$ cat src/rtl/mcm_pipe.sv
// rtl/mcm_pipe.sv - two-stage shift-add multiple-constant multiplier with valid/ready handshake
module mcm_pipe #(
  parameter int LANES = 4,
  parameter int IN_W  = 8,
  parameter int OUT_W = 16
) (
  input  logic                   clk,
  input  logic                   rst_n,
  input  logic                   in_valid,
  output logic                   in_ready,
  input  logic [1:0]             in_mode,
  input  logic [LANES*IN_W-1:0]  in_x,
  output logic                   out_valid,
  input  logic                   out_ready,
  output logic [LANES*OUT_W-1:0] out_p1,
  output logic [LANES*OUT_W-1:0] out_p2,
  output logic [1:0]             out_mode
);

  // Largest product is 58*(2^IN_W-1) negated or not, so IN_W+7 signed bits always suffice.
  if (OUT_W < IN_W + 7) begin : g_width_check
    $error("mcm_pipe: OUT_W must be at least IN_W+7");
  end

  logic                   r_s1_valid;
  logic                   r_s2_valid;
  logic [1:0]             r_s1_mode;
  logic [1:0]             r_s2_mode;
  // Per lane: index k holds x << k (k = 0 is the zero-extended sample itself).
  logic [OUT_W-1:0]       r_s1_t [LANES][7];
  logic [LANES*OUT_W-1:0] r_p1;
  logic [LANES*OUT_W-1:0] r_p2;
  logic [LANES*OUT_W-1:0] w_p1;
  logic [LANES*OUT_W-1:0] w_p2;
  logic [OUT_W-1:0]       w_x [LANES];
  logic                   w_s1_adv;
  logic                   w_s2_load;
  logic                   w_s1_load;

  // S2 can take a new beat when empty or when its current beat leaves this cycle.
  assign w_s2_load = !r_s2_valid || out_ready;
  assign w_s1_adv  = r_s1_valid && w_s2_load;
  assign in_ready  = !r_s1_valid || w_s1_adv;
  assign w_s1_load = in_valid && in_ready;

  for (genvar g = 0; g < LANES; g++) begin : g_lane_ext
    assign w_x[g] = {{(OUT_W-IN_W){1'b0}}, in_x[g*IN_W +: IN_W]};
  end

  // Stage 1: capture the sample, its shifted copies and the mode.
  always_ff @(posedge clk or negedge rst_n) begin
    if (!rst_n) begin
      r_s1_valid <= 1'b0;
      r_s1_mode  <= '0;
      for (int i = 0; i < LANES; i++) begin
        for (int k = 0; k < 7; k++) begin
          r_s1_t[i][k] <= '0;
        end
      end
    end else begin
      if (in_ready) begin
        r_s1_valid <= in_valid;
      end
      if (w_s1_load) begin
        r_s1_mode <= in_mode;
        for (int i = 0; i < LANES; i++) begin
          for (int k = 0; k < 7; k++) begin
            r_s1_t[i][k] <= w_x[i] << k;
          end
        end
      end
    end
  end

  // Stage 2 combine: C1 is always negative, so P1 is the negated sum of its shift terms.
  always_comb begin
    w_p1 = '0;
    w_p2 = '0;
    for (int i = 0; i < LANES; i++) begin
      case (r_s1_mode)
        2'd0: begin
          // -3x, 7x = 8x - x
          w_p1[i*OUT_W +: OUT_W] = -(r_s1_t[i][1] + r_s1_t[i][0]);
          w_p2[i*OUT_W +: OUT_W] = r_s1_t[i][3] - r_s1_t[i][0];
        end
        2'd1: begin
          // -2x, 58x = 64x - 4x - 2x
          w_p1[i*OUT_W +: OUT_W] = -r_s1_t[i][1];
          w_p2[i*OUT_W +: OUT_W] = r_s1_t[i][6] - r_s1_t[i][2] - r_s1_t[i][1];
        end
        2'd2: begin
          // -4x, 54x = 32x + 16x + 4x + 2x
          w_p1[i*OUT_W +: OUT_W] = -r_s1_t[i][2];
          w_p2[i*OUT_W +: OUT_W] = r_s1_t[i][5] + r_s1_t[i][4] + r_s1_t[i][2] + r_s1_t[i][1];
        end
        default: begin
          // -6x, 46x = 32x + 16x - 2x
          w_p1[i*OUT_W +: OUT_W] = -(r_s1_t[i][2] + r_s1_t[i][1]);
          w_p2[i*OUT_W +: OUT_W] = r_s1_t[i][5] + r_s1_t[i][4] - r_s1_t[i][1];
        end
      endcase
    end
  end

  // Stage 2 register: outputs only change when a new beat moves in, so they hold while stalled or idle.
  always_ff @(posedge clk or negedge rst_n) begin
    if (!rst_n) begin
      r_s2_valid <= 1'b0;
      r_s2_mode  <= '0;
      r_p1       <= '0;
      r_p2       <= '0;
    end else if (w_s2_load) begin
      r_s2_valid <= r_s1_valid;
      if (r_s1_valid) begin
        r_s2_mode <= r_s1_mode;
        r_p1      <= w_p1;
        r_p2      <= w_p2;
      end
    end
  end

  assign out_valid = r_s2_valid;
  assign out_mode  = r_s2_mode;
  assign out_p1    = r_p1;
  assign out_p2    = r_p2;

endmodule

$ cat config.mk
export PLATFORM = sky130hd
export DESIGN_NAME = mcm_pipe
export DESIGN_NICKNAME = d
export VERILOG_FILES = /design/src/rtl/mcm_pipe.sv
export SDC_FILE = /design/constraint.sdc
export NUM_CORES = 1
export LEC_CHECK = 0
export CORE_MARGIN = 10
export CORE_UTILIZATION = 55
export CTS_CLUSTER_DIAMETER = 80
export DETAILED_ROUTE_END_ITERATION = 10
export HOLD_SLACK_MARGIN = 0.02
export MAX_ROUTING_LAYER = met4
export PLACE_DENSITY = 0.77
export SYNTH_ARGS = -nofsm -noshare
export SYNTH_HDL_FRONTEND = slang
export SYNTH_SLANG_ARGS = --single-unit
$ cat constraint.sdc
create_clock -name clk -period 8.1 [get_ports clk]
set_input_delay 2.025 -clock clk [delete_from_list [all_inputs] [get_ports clk]]
set_output_delay 2.025 -clock clk [all_outputs]
set_load 0.01 [all_outputs]
==> impl_metrics.prom <==
# TYPE chip_impl_metric gauge
chip_impl_info{name="critPathLaunch",value="out_ready"} 1
chip_impl_metric{name="worst_r2r_path_depth",unit=""} 15
chip_impl_info{name="crit_path_frequent_cell",value="clkdlybuf4s50_1"} 1
chip_impl_metric{name="final_cycle_share",unit="%"} 64.79
chip_impl_metric{name="path_max_fanout",unit=""} 3
chip_impl_info{name="unrepaired_setup_endpoints_after_global_routing",value="no"} 1
chip_impl_metric{name="cts-root-to-sink-buffers",unit=""} 2
chip_impl_metric{name="clkSinkCount",unit=""} 162
chip_impl_info{name="hold_class",value="flip-flop to flip-flop"} 1
chip_impl_metric{name="combinationalPowerShare",unit="%"} 71.6
chip_impl_metric{name="synth_area_per_cell",unit="um2"} 8.312
chip_impl_metric{name="crit_path_max_incr_delay",unit="ns"} 0.57
chip_impl_info{name="synthTopCellsByArea",value="dfrtp_1 (21%), ha_1 (14%), xnor2_1 (7.2%)"} 1
chip_impl_metric{name="overflow",unit=""} 0
chip_impl_metric{name="maxSlewViolCount",unit=""} 0
chip_impl_metric{name="setup-tns-final",unit="ns"} 0
chip_impl_metric{name="min_cycle_time_layout",unit="ns"} 5.248
chip_impl_metric{name="reg2reg_slack",unit="ns"} 3.55
chip_impl_metric{name="detail-route-antenna-nets",unit=""} 0
chip_impl_metric{name="core-area",unit="um2"} 34630
chip_impl_metric{name="ioPinCount",unit=""} 170
chip_impl_metric{name="sequentialPowerShare",unit="%"} 17.4
chip_impl_metric{name="max_clock_freq",unit="GHz"} 0.1906
chip_impl_metric{name="power.leakage",unit="nW"} 9.501
chip_impl_metric{name="pwr_density_cell",unit="nW/um2"} 357.8
chip_impl_metric{name="numPortBuffers",unit=""} 169
chip_impl_metric{name="maximum_number_of_pins_on_one_net_before_global_route_repair",unit=""} 96
chip_impl_info{name="synth.most_common_cell",value="nand2_1"} 1
chip_impl_metric{name="power.internal",unit="W"} 0.004029
chip_impl_metric{name="max_cap_viol_count",unit=""} 0
chip_impl_metric{name="final_cell_area",unit="um2"} 21870
chip_impl_metric{name="track_usage",unit="%"} 27.99
chip_impl_info{name="synthTopCellsByCount",value="nand2_1 (259), ha_1 (216), nor2_1 (174), dfrtp_1 (162), xnor2_1 (159)"} 1
chip_impl_metric{name="clock-skew-final",unit="ns"} 0.01308
chip_impl_metric{name="synthToLayoutAreaGrowth",unit="%"} 12.93
chip_impl_metric{name="final_hold_viol_count",unit=""} 0
chip_impl_metric{name="floorplan.die.height",unit="um"} 207.6
chip_impl_metric{name="grt_first_pass_wirelength",unit="mm"} 97.19
chip_impl_metric{name="gp_congestion",unit=""} 0.9532
chip_impl_metric{name="power.ir.vdd_worst",unit="mV"} 0.1909
chip_impl_metric{name="hold-worst-slack",unit="ns"} 0.4801
chip_impl_metric{name="drt_iter0_markers",unit=""} 1379
chip_impl_info{name="cts_tree",value="done"} 1
chip_impl_metric{name="tritoncts.num_buffers",unit=""} 17
chip_impl_info{name="critical_path.reg2reg.endpoint",value="out_p2[12]$_DFFE_PN0P_"} 1
chip_impl_info{name="worst_setup_path_endpoint",value="in_ready"} 1
chip_impl_metric{name="mappedNetlistNets",unit=""} 2608
chip_impl_metric{name="critPathArrivalTime",unit="ns"} 3.22
chip_impl_metric{name="power_switching",unit="W"} 0.003797
chip_impl_info{name="regToRegStartpoint",value="r_s1_t[344]$_DFFE_PN0P_"} 1
chip_impl_metric{name="initial_utilization",unit="%"} 55.93
chip_impl_metric{name="cts_post_setup_buffers_inserted",unit=""} 0
chip_impl_metric{name="synth_top_cell_area_share",unit="%"} 20.93
chip_impl_metric{name="path_clk_slew",unit="ns"} 0.08
chip_impl_metric{name="cts_hold_repair.buffers",unit=""} 0
chip_impl_info{name="cts-root-buf",value="clkbuf_16"} 1
chip_impl_metric{name="synth_cells",unit=""} 2330
chip_impl_metric{name="die_w",unit="um"} 207.6
chip_impl_metric{name="route.detailed.wl_per_inst",unit="um"} 21.09
chip_impl_metric{name="post_route_cells_drive_above_1_share",unit="%"} 6.112
chip_impl_metric{name="drt_pre_antenna_iters",unit=""} 7
chip_impl_metric{name="setup_viol",unit=""} 0
chip_impl_info{name="timing.critical_path.to_type",value="output pin"} 1
chip_impl_metric{name="total_power",unit="W"} 0.007827
chip_impl_info{name="run_status",value="completed"} 1
chip_impl_metric{name="postPlaceCellArea",unit="um2"} 21300
chip_impl_info{name="criticalPathCategory",value="input pin to output pin"} 1
chip_impl_info{name="worstPathCellList",value="clkdlybuf4s50_1 > nand3b_1 > clkdlybuf4s50_1"} 1
chip_impl_metric{name="slew_at_the_pin_closest_to_its_max_slew_limit",unit="ns"} 1.165
chip_impl_metric{name="htree_num_levels",unit=""} 4
chip_impl_metric{name="cts_repair_resized_insts",unit=""} 0
chip_impl_metric{name="core.rowCount",unit=""} 68
chip_impl_metric{name="synth.ff_latch_count",unit=""} 162
chip_impl_info{name="critical_path.startpoint_type",value="input pin"} 1
chip_impl_metric{name="num_vias",unit=""} 18492
chip_impl_metric{name="dp_worst_setup_slack",unit="ns"} 2.849
chip_impl_metric{name="async_flop_share",unit="%"} 100.0
chip_impl_metric{name="ys_types",unit=""} 99
chip_impl_metric{name="die_area",unit="um2"} 43120
chip_impl_metric{name="clock_power_share",unit="%"} 11.0
chip_impl_metric{name="drcViolationCount",unit=""} 0
chip_impl_info{name="postSynth.topFlopCell",value="dfrtp_1"} 1
chip_impl_metric{name="ys_seq_area_share",unit="%"} 20.93
chip_impl_metric{name="synth-warning-count",unit=""} 0
chip_impl_metric{name="detailed_place_hpwl",unit="mm"} 45.24
chip_impl_metric{name="synthesis.area",unit="um2"} 19370
chip_impl_metric{name="post-route-worst-setup-slack",unit="ns"} 2.852
chip_impl_metric{name="viasPerCell",unit=""} 6.388
chip_impl_metric{name="grt_pass1_vias",unit=""} 18050
chip_impl_metric{name="max_slew_margin",unit="%"} 22.04
chip_impl_metric{name="drt_wl_total",unit="mm"} 61.06
chip_impl_metric{name="finalNetCount",unit=""} 2704
chip_impl_metric{name="timing.critical_path.required",unit="ns"} 6.08
chip_impl_metric{name="antenna_found_initial",unit=""} 2
chip_impl_info{name="cell_type_with_the_largest_total_area_after_synthesis",value="dfrtp_1"} 1
chip_impl_metric{name="worst_skew_pair_latency",unit="ns"} 0.48
chip_impl_metric{name="synth-edff-count",unit=""} 0
chip_impl_info{name="slowest_stage_cell_crit_path",value="clkdlybuf4s50_1"} 1
chip_impl_metric{name="swShare",unit="%"} 48.52
[flip-flops by register name, indices dropped and copies added, names as in the netlist]
signal / cells
r_s1_valid: 1
out_p2: 60
r_s1_mode: 2
out_p1: 64
out_mode: 2
out_valid: 1
r_s1_t: 32
[critical path: cells and delay by family]
| kind | cells | cell delay, ns |
|---|---|---|
| buffers and inverters | 2 | 1.03 |
| AND/OR/NAND/NOR | 1 | 0.16 |
[layer usage]
layer  up-vias  GRT usage, %  part of all wire, %
met3       117         4.422                  6.9
li1       8642             -                    -
met4         0         9.564                  3.2
met1      9023         36.06                   44
met2       710         43.92                   46
met5         -             -                    0
[final cells by class]
| cell class | instances | area, um2 |
|---|---|---|
| multi-input cells | 1942 | 14430 |
| fillers | 3028 | 12760 |
| flip-flops and latches | 162 | 4059 |
| repair buffers | 182 | 1790 |
| well taps | 455 | 569.3 |
| inverters | 121 | 454.2 |
| clock buffers | 17 | 425.4 |
| clock inverters | 14 | 140.1 |
| diodes | 2 | 5.005 |
[power groups by stage]
stage	logic [W]	registers [W]	clock network, W
3_5_place_dp	0.00551	0.00137	0
3_3_place_gp	0.00538	0.00136	0
5_1_grt	0.00612	0.00139	0.000895
6_report	0.00561	0.00136	0.000857
2_1_floorplan	0.00388	0.00137	0
4_1_cts	0.00556	0.00135	0.000859
[per-stage QoR]
stage / util [%] / cells
4_1_cts: 63.14 / 2893
3_5_place_dp: 61.51 / 2862
3_3_place_gp: 61.51 / 2862
6_report: 63.16 / 2895
5_1_grt: 63.16 / 2895
2_1_floorplan: - / 2330
[worst min path at each step]
stage / from / to / slack, ns / depth (start not counted)
floorplan: r_s1_valid$_DFFE_PN0N_ / out_valid$_DFFE_PN0P_ / 0.47 / 1
global placement: out_p2[23]$_DFFE_PN0P_ / out_p2[23]$_DFFE_PN0P_ / 0.45 / 2
detailed placement: out_p1[51]$_DFFE_PN0P_ / out_p1[51]$_DFFE_PN0P_ / 0.46 / 2
CTS: out_p1[51]$_DFFE_PN0P_ / out_p1[51]$_DFFE_PN0P_ / 0.48 / 2
global route: out_p1[27]$_DFFE_PN0P_ / out_p1[27]$_DFFE_PN0P_ / 0.50 / 1
finish: out_p1[20]$_DFFE_PN0P_ / out_p1[20]$_DFFE_PN0P_ / 0.48 / 2
[layout by cell type, fill, tap and decap left out, types with 13 or more instances in the layout]
cell and count:
nand2_1 257, ha_1 216, nor2_1 174, clkdlybuf4s50_1 168
dfrtp_1 160, xnor2_1 159, a21oi_1 139, inv_1 114
xor2_1 87, o21ai_0 84, o21ai_1 62, a21o_1 58
a31oi_1 50, nand3_1 49, nor3_1 46, a211oi_1 36
mux2_2 35, nand2b_1 30, mux4_2 29, nor2b_1 25
fa_1 24, or3_1 20, o31ai_1 20, o21a_1 19
mux2i_1 17, clkbuf_16 17, and2_1 16, o211ai_1 16
and3_1 15, o21bai_1 14, o22ai_1 13, buf_4 13
[kinds of logic (layout without fill, tap and decap cells)]
kind of cell,Yosys count,after routing,synth area share [%]
multiplexers,81,81,6.286
flip-flops,162,162,20.93
buffers and inverters,226,334,4.632
other,0,2,0
adder cells (fa/ha/maj),250,250,16.96
XOR/XNOR,248,248,11.33
AND/OR/NAND/NOR,711,711,17.22
AO/OA/AOI/OAI,652,652,22.64
(Power assumes the default switching activity.)
==> RTL change 1, RTL diff (config.mk and constraints unchanged) <==
Set the parameter `OUT_W` to 18 (it was 16).
--- a/src/rtl/mcm_pipe.sv
+++ b/src/rtl/mcm_pipe.sv
@@ -3,5 +3,5 @@
   parameter int LANES = 4,
   parameter int IN_W  = 8,
-  parameter int OUT_W = 16
+  parameter int OUT_W = 18
 ) (
   input  logic                   clk,
Interface: changed (resized out_p1 and out_p2); port bits go from 170 to 186. No check against the original RTL was run, so the function may have changed too.
==> RTL change 1 against the original RTL <==
Sequential power increased by 6%. Clock power is 4.3% higher. Sequential cell count grew 8. Clock skew grew 2.2 ps. Setup slack lost 51 ps. Synthesized cell count grew 2.4%. Wire length rose by 4.0%. Total power grew 0.90%. Final area grew 2.7%. Via count grew 1.6%. Synthesized area is 2.7% higher. Combinational power is 0.9% lower. Largest cell class unchanged. Highest routed layer unchanged.
==> RTL change 1: results (changes against the original RTL) <==
- Outcome: finished clean
- R2r worst-path depth: 14 (-1)
- Largest register FFs: 72 (+13%)
- Max rail drop VDD: 0.200 mV (+4.7%)
- Antenna violations before repair: 1 (-1)
- Internal power: 4.09 mW (+1.5%)
- Critical path's largest stage delay: 600 ps (+30 ps)
- Final Hold Vio Count: 0 (unchanged)
- Commonest register cell after synthesis: dfrtp_1
- Pin count of the biggest net entering global routing: 107 (+11%)
- Initial DRC Count: 1657 (+20%)
- RR Startpoint: r_s1_t[136]$_DFFE_PN0P_
- Post-Route WL: 63500 µm (+4.0%)
- Post-synth top cells: 222 x ha_1, 217 x nand2_1, 183 x nor2_1, 181 x o21ai_0, 170 x dfrtp_1
- Placed cell areas: 21800 µm² (+2.6%)
- Synth unique cells: 95 (-4.0%)
- Slew @ Worst Pin: 1160 ps (-9.34 ps)
- Critical path arrival: 3270 ps (+50 ps)
- Buffers on Ports: 185 (+9.5%)
- Met2 usage: 45.5% (+1.6 points)
- HP Start: out_p2[59]$_DFFE_PN0P_
- Mapped Nets: 2670 (+2.4%)
- Vias in the first global route: 18479 (+2.4%)
- Hold EP: out_p2[59]$_DFFE_PN0P_
- Detailed Place HPWL: 46700 µm (+3.2%)
- Worst r2r dst: out_p2[48]$_DFFE_PN0P_
- Final Skew: 15.3 ps (+2.17 ps)
- LEAKAGE: 9.64 nW (+1.5%)
- Register area share after synthesis: 21.4% (+0.46 points)
- Grt met1 use: 37.3% (+1.3 points)
- Hold_ws: 482 ps (+1.93 ps)
- Met3 layer usage reported by global route: 5.56% (+1.1 points)
- Pre-antenna DRT Iters: 5 (-2)
- Overall Global Routing Usage: 29.1% (+1.1 points)
- RD Place Congestion: 0.947 (-0.64%)
- Final net count: 2768 (+2.4%)
- R2R Setup Slk: 3490 ps (-60 ps)
- Most used routing layer: met2
- H-tree depth: 4 (unchanged)
- Share of post-route cells with drive strength above 1: 6.17% (+0.058 points)
- Root Driver: clkbuf_16
- Vias per inst: 6.35 (-0.53%)
- Post_cts resized: 0 (unchanged)
- Global-route wire length before repair: 101000 µm (+4.3%)
- CTS Buffer Depth: 2 (unchanged)
- Area contributors post-synth: dfrtp_1 21%, ha_1 14%, xnor2_1 7.0%
[RTL change 1: worst register-to-register path: stages, from the launching register on]
cell      delay [ps]
dfrtp_1          650
inv_1            350
ha_1             520
and2_1           200
a311o_1          330
xor2_1           350
ha_1             320
ha_1             360
and3_1           210
a211oi_1         380
nor2_1            70
o21ai_0          340
xor2_1           170
o21ai_0           90
o22a_1           180
[RTL change 1: worst max-delay path by stage]
stage,startpoint,endpoint
after floorplan,out_ready,in_ready
after global placement,out_ready,in_ready
after detailed placement,out_ready,in_ready
after CTS,out_ready,in_ready
after global routing,out_ready,in_ready
final,out_ready,in_ready
[RTL change 1: cell type report]
type | instances | area, µm²
Timing Repair Buffer | 198 | 1950
Clock inverter | 15 | 176
Tap cell | 461 | 577
Clock buffer | 17 | 425
Antenna cell | 1 | 2.50
Fill cell | 3120 | 13200
Inverter | 127 | 477
Multi-Input combinational cell | 1969 | 14600
Sequential cell | 170 | 4260
[RTL change 1: metrics by stage]
stage               worst slack (ps)  util [%]  cells
floorplan                       3840         -   2385
global placement                2870      61.3   2925
detailed placement              2810      61.3   2925
CTS                             2800      63.0   2957
global route                    2760      63.0   2958
finish                          2800      63.0   2958
[RTL change 1: power by group through the flow]
stage                     logic [mW]  clock network, mW  registers, mW
final                           5.56              0.894           1.44
after global routing            6.09              0.933           1.47
after CTS                       5.49              0.907           1.43
after detailed placement        5.44                  0           1.44
after global placement          5.32                  0           1.44
after floorplan                 3.81                  0           1.43
[RTL change 1: metal layers]
| metal | vias up | share of wire, % |
|---|---|---|
| met3 | 114 | 7.7 |
| met5 | - | 0 |
| met4 | 0 | 2.8 |
| li1 | 8812 | - |
| met2 | 779 | 46 |
| met1 | 9089 | 44 |
[RTL change 1: cells by family (layout without fill, tap and decap cells)]
kind of cell | count (synthesis) | count (layout) | share of synthesized area [%]
buffers and inverters | 246 | 357 | 5.32
XOR/XNOR | 230 | 230 | 10.2
multiplexers | 86 | 86 | 6.01
other | 0 | 1 | 0
flip-flops | 170 | 170 | 21.4
AO/OA/AOI/OAI | 703 | 703 | 23.0
AND/OR/NAND/NOR | 682 | 682 | 16.5
adder cells (fa/ha/maj) | 268 | 268 | 17.5
==> RTL change 2, RTL diff (same flow settings) <==
Without the edit above. Remove the case item `2'd0` of the case on `r_s1_mode`.
--- a/src/rtl/mcm_pipe.sv
+++ b/src/rtl/mcm_pipe.sv
@@ -79,9 +79,4 @@
     for (int i = 0; i < LANES; i++) begin
       case (r_s1_mode)
-        2'd0: begin
-          // -3x, 7x = 8x - x
-          w_p1[i*OUT_W +: OUT_W] = -(r_s1_t[i][1] + r_s1_t[i][0]);
-          w_p2[i*OUT_W +: OUT_W] = r_s1_t[i][3] - r_s1_t[i][0];
-        end
         2'd1: begin
           // -2x, 58x = 64x - 4x - 2x
Function: changed (Yosys sat finds a counterexample within 4 cycles, from zero or initial values and one cycle with rst_n low).
==> RTL change 2 against the original RTL <==
Synthesized cell count is 15% lower. Sequential share of layout area grew 1.8 points. Critical path type unchanged. First-iteration DRC count decreased by 0.58%. Total power is 8.8% lower. Sequential cell count shrank 4. Critical endpoint unchanged. Setup slack hardly changed. Final area down 11%. Clock skew increased by 2.4 ps. Combinational power is 12% lower. Largest cell class unchanged. Highest routed layer unchanged. Wire length fell by 14%. Utilization grew 0.34 points. Sequential power down 3%. Synthesized area fell by 12%. Critical path depth did not move.
==> RTL change 2: results (changes against the original RTL) <==
- Vias in the first global route: 15339 (-15%)
- Max rail drop VDD: 0.180 mV (-5.9%)
- Synth unique cells: 89 (-10%)
- Outcome: finished clean
- Register area share after synthesis: 23.3% (+2.4 points)
- LEAKAGE: 8.37 nW (-12%)
- Antenna violations before repair: 1 (-1)
- Post-Route WL: 52200 µm (-14%)
- Final Skew: 15.4 ps (+2.36 ps)
- Filler cell count: 2633 (-13%)
- Pin count of the biggest net entering global routing: 97 (+1.0%)
- Initial DRC Count: 1371 (-0.58%)
- Clock Latency Late Sink: 460 ps (-20 ps)
- Final net count: 2340 (-13%)
- CP Max Fanout: 3 (unchanged)
- Overall Global Routing Usage: 27.3% (-0.65 points)
- Internal power: 3.75 mW (-6.8%)
- Pre-antenna DRT Iters: 6 (-1)
- Area contributors post-synth: dfrtp_1 23%, ha_1 14%, xnor2_1 8.2%
- Post-synth top cells: 196 x ha_1, 158 x dfrtp_1, 158 x xnor2_1, 146 x a21oi_1, 142 x nand2_1
- Commonest register cell after synthesis: dfrtp_1
- Slew @ Worst Pin: 1140 ps (-28.4 ps)
- Global-route wire length before repair: 83400 µm (-14%)
- Detailed Place HPWL: 38100 µm (-16%)
- Share of post-route cells with drive strength above 1: 5.49% (-0.62 points)
- Vias: 15671 (-15%)
- RD Place Congestion: 0.939 (-1.5%)
- Buffers on Ports: 161 (-4.7%)
==> RTL change 2: metrics by stage <==
step                      std cells  setup slack, ps  area (µm²)  util, %
after global routing           2492             2800       19400     63.5
after floorplan                1995             3840       17000        -
after global placement         2459             2860       18800     61.5
after detailed placement       2459             2850       18800     61.5
final                          2492             2850       19400     63.5
after CTS                      2491             2850       19400     63.5
==> RTL change 2: critical path, cell delays in order <==
cell and delay (ps):
clkdlybuf4s50_1 470, nand3b_1 160, clkdlybuf4s50_1 570
==> RTL change 2: power by group through the flow <==
| stage | clock (mW) | combinational [mW] | sequential [mW] |
|---|---|---|---|
| 2_1_floorplan | 0 | 3.38 | 1.36 |
| 3_3_place_gp | 0 | 4.78 | 1.32 |
| 3_5_place_dp | 0 | 4.87 | 1.32 |
| 4_1_cts | 0.875 | 4.91 | 1.31 |
| 5_1_grt | 0.901 | 5.43 | 1.35 |
| 6_report | 0.862 | 4.96 | 1.32 |
==> RTL change 2: worst paths after layout <==
kind                                               from                      end  slack, ps  cells after the start
worst max-delay path                          out_ready                 in_ready       2850                      3
worst min-delay path             out_p1[49]$_DFFE_PN0P_   out_p1[49]$_DFFE_PN0P_        480                      2
worst max register to register  r_s1_t[342]$_DFFE_PN0P_   out_p2[14]$_DFFE_PN0P_       3460                     15
worst min register to register   out_p1[49]$_DFFE_PN0P_   out_p1[49]$_DFFE_PN0P_        480                      2
max in group asynchronous                         rst_n   out_p1[20]$_DFFE_PN0P_       4990                      2
min in group asynchronous                         rst_n  r_s1_t[123]$_DFFE_PN0P_       1690                      1
==> RTL change 2: cells by family (layout without fill, tap and decap cells) <==
family	count (synthesis)	count (layout)	share of synthesized area [%]
mux	47	47	3.05
compound gates	591	591	23.8
xor+xnor	214	214	11.3
other cells	1	9	0.0221
flops	158	158	23.3
fa+ha+maj	233	233	18.1
simple gates	528	528	15.4
buf+inv	216	316	5.10
==> RTL change 2: per-layer routing <==
metal | wire [µm] | vias to the layer above | global-route usage (%)
met3 | 2860 | 65 | 4.01
met1 | 23100 | 7647 | 34.3
li1 | - | 7416 | -
met4 | 1300 | 0 | 9.13
met2 | 24900 | 543 | 44.3
met5 | 0 | - | -
==> RTL change 2: layout make-up <==
cell class                      count  area (µm²)  area share [%]
Clock buffer                       17         425            2.20
Antenna cell                        1        2.50          0.0129
Multi-Input combinational cell   1621       12200            63.0
Clock inverter                     15         174           0.898
Timing Repair Buffer              171        1690            8.71
Sequential cell                   158        3950            20.4
Inverter                          113         424            2.19
Tap cell                          396         495            2.56
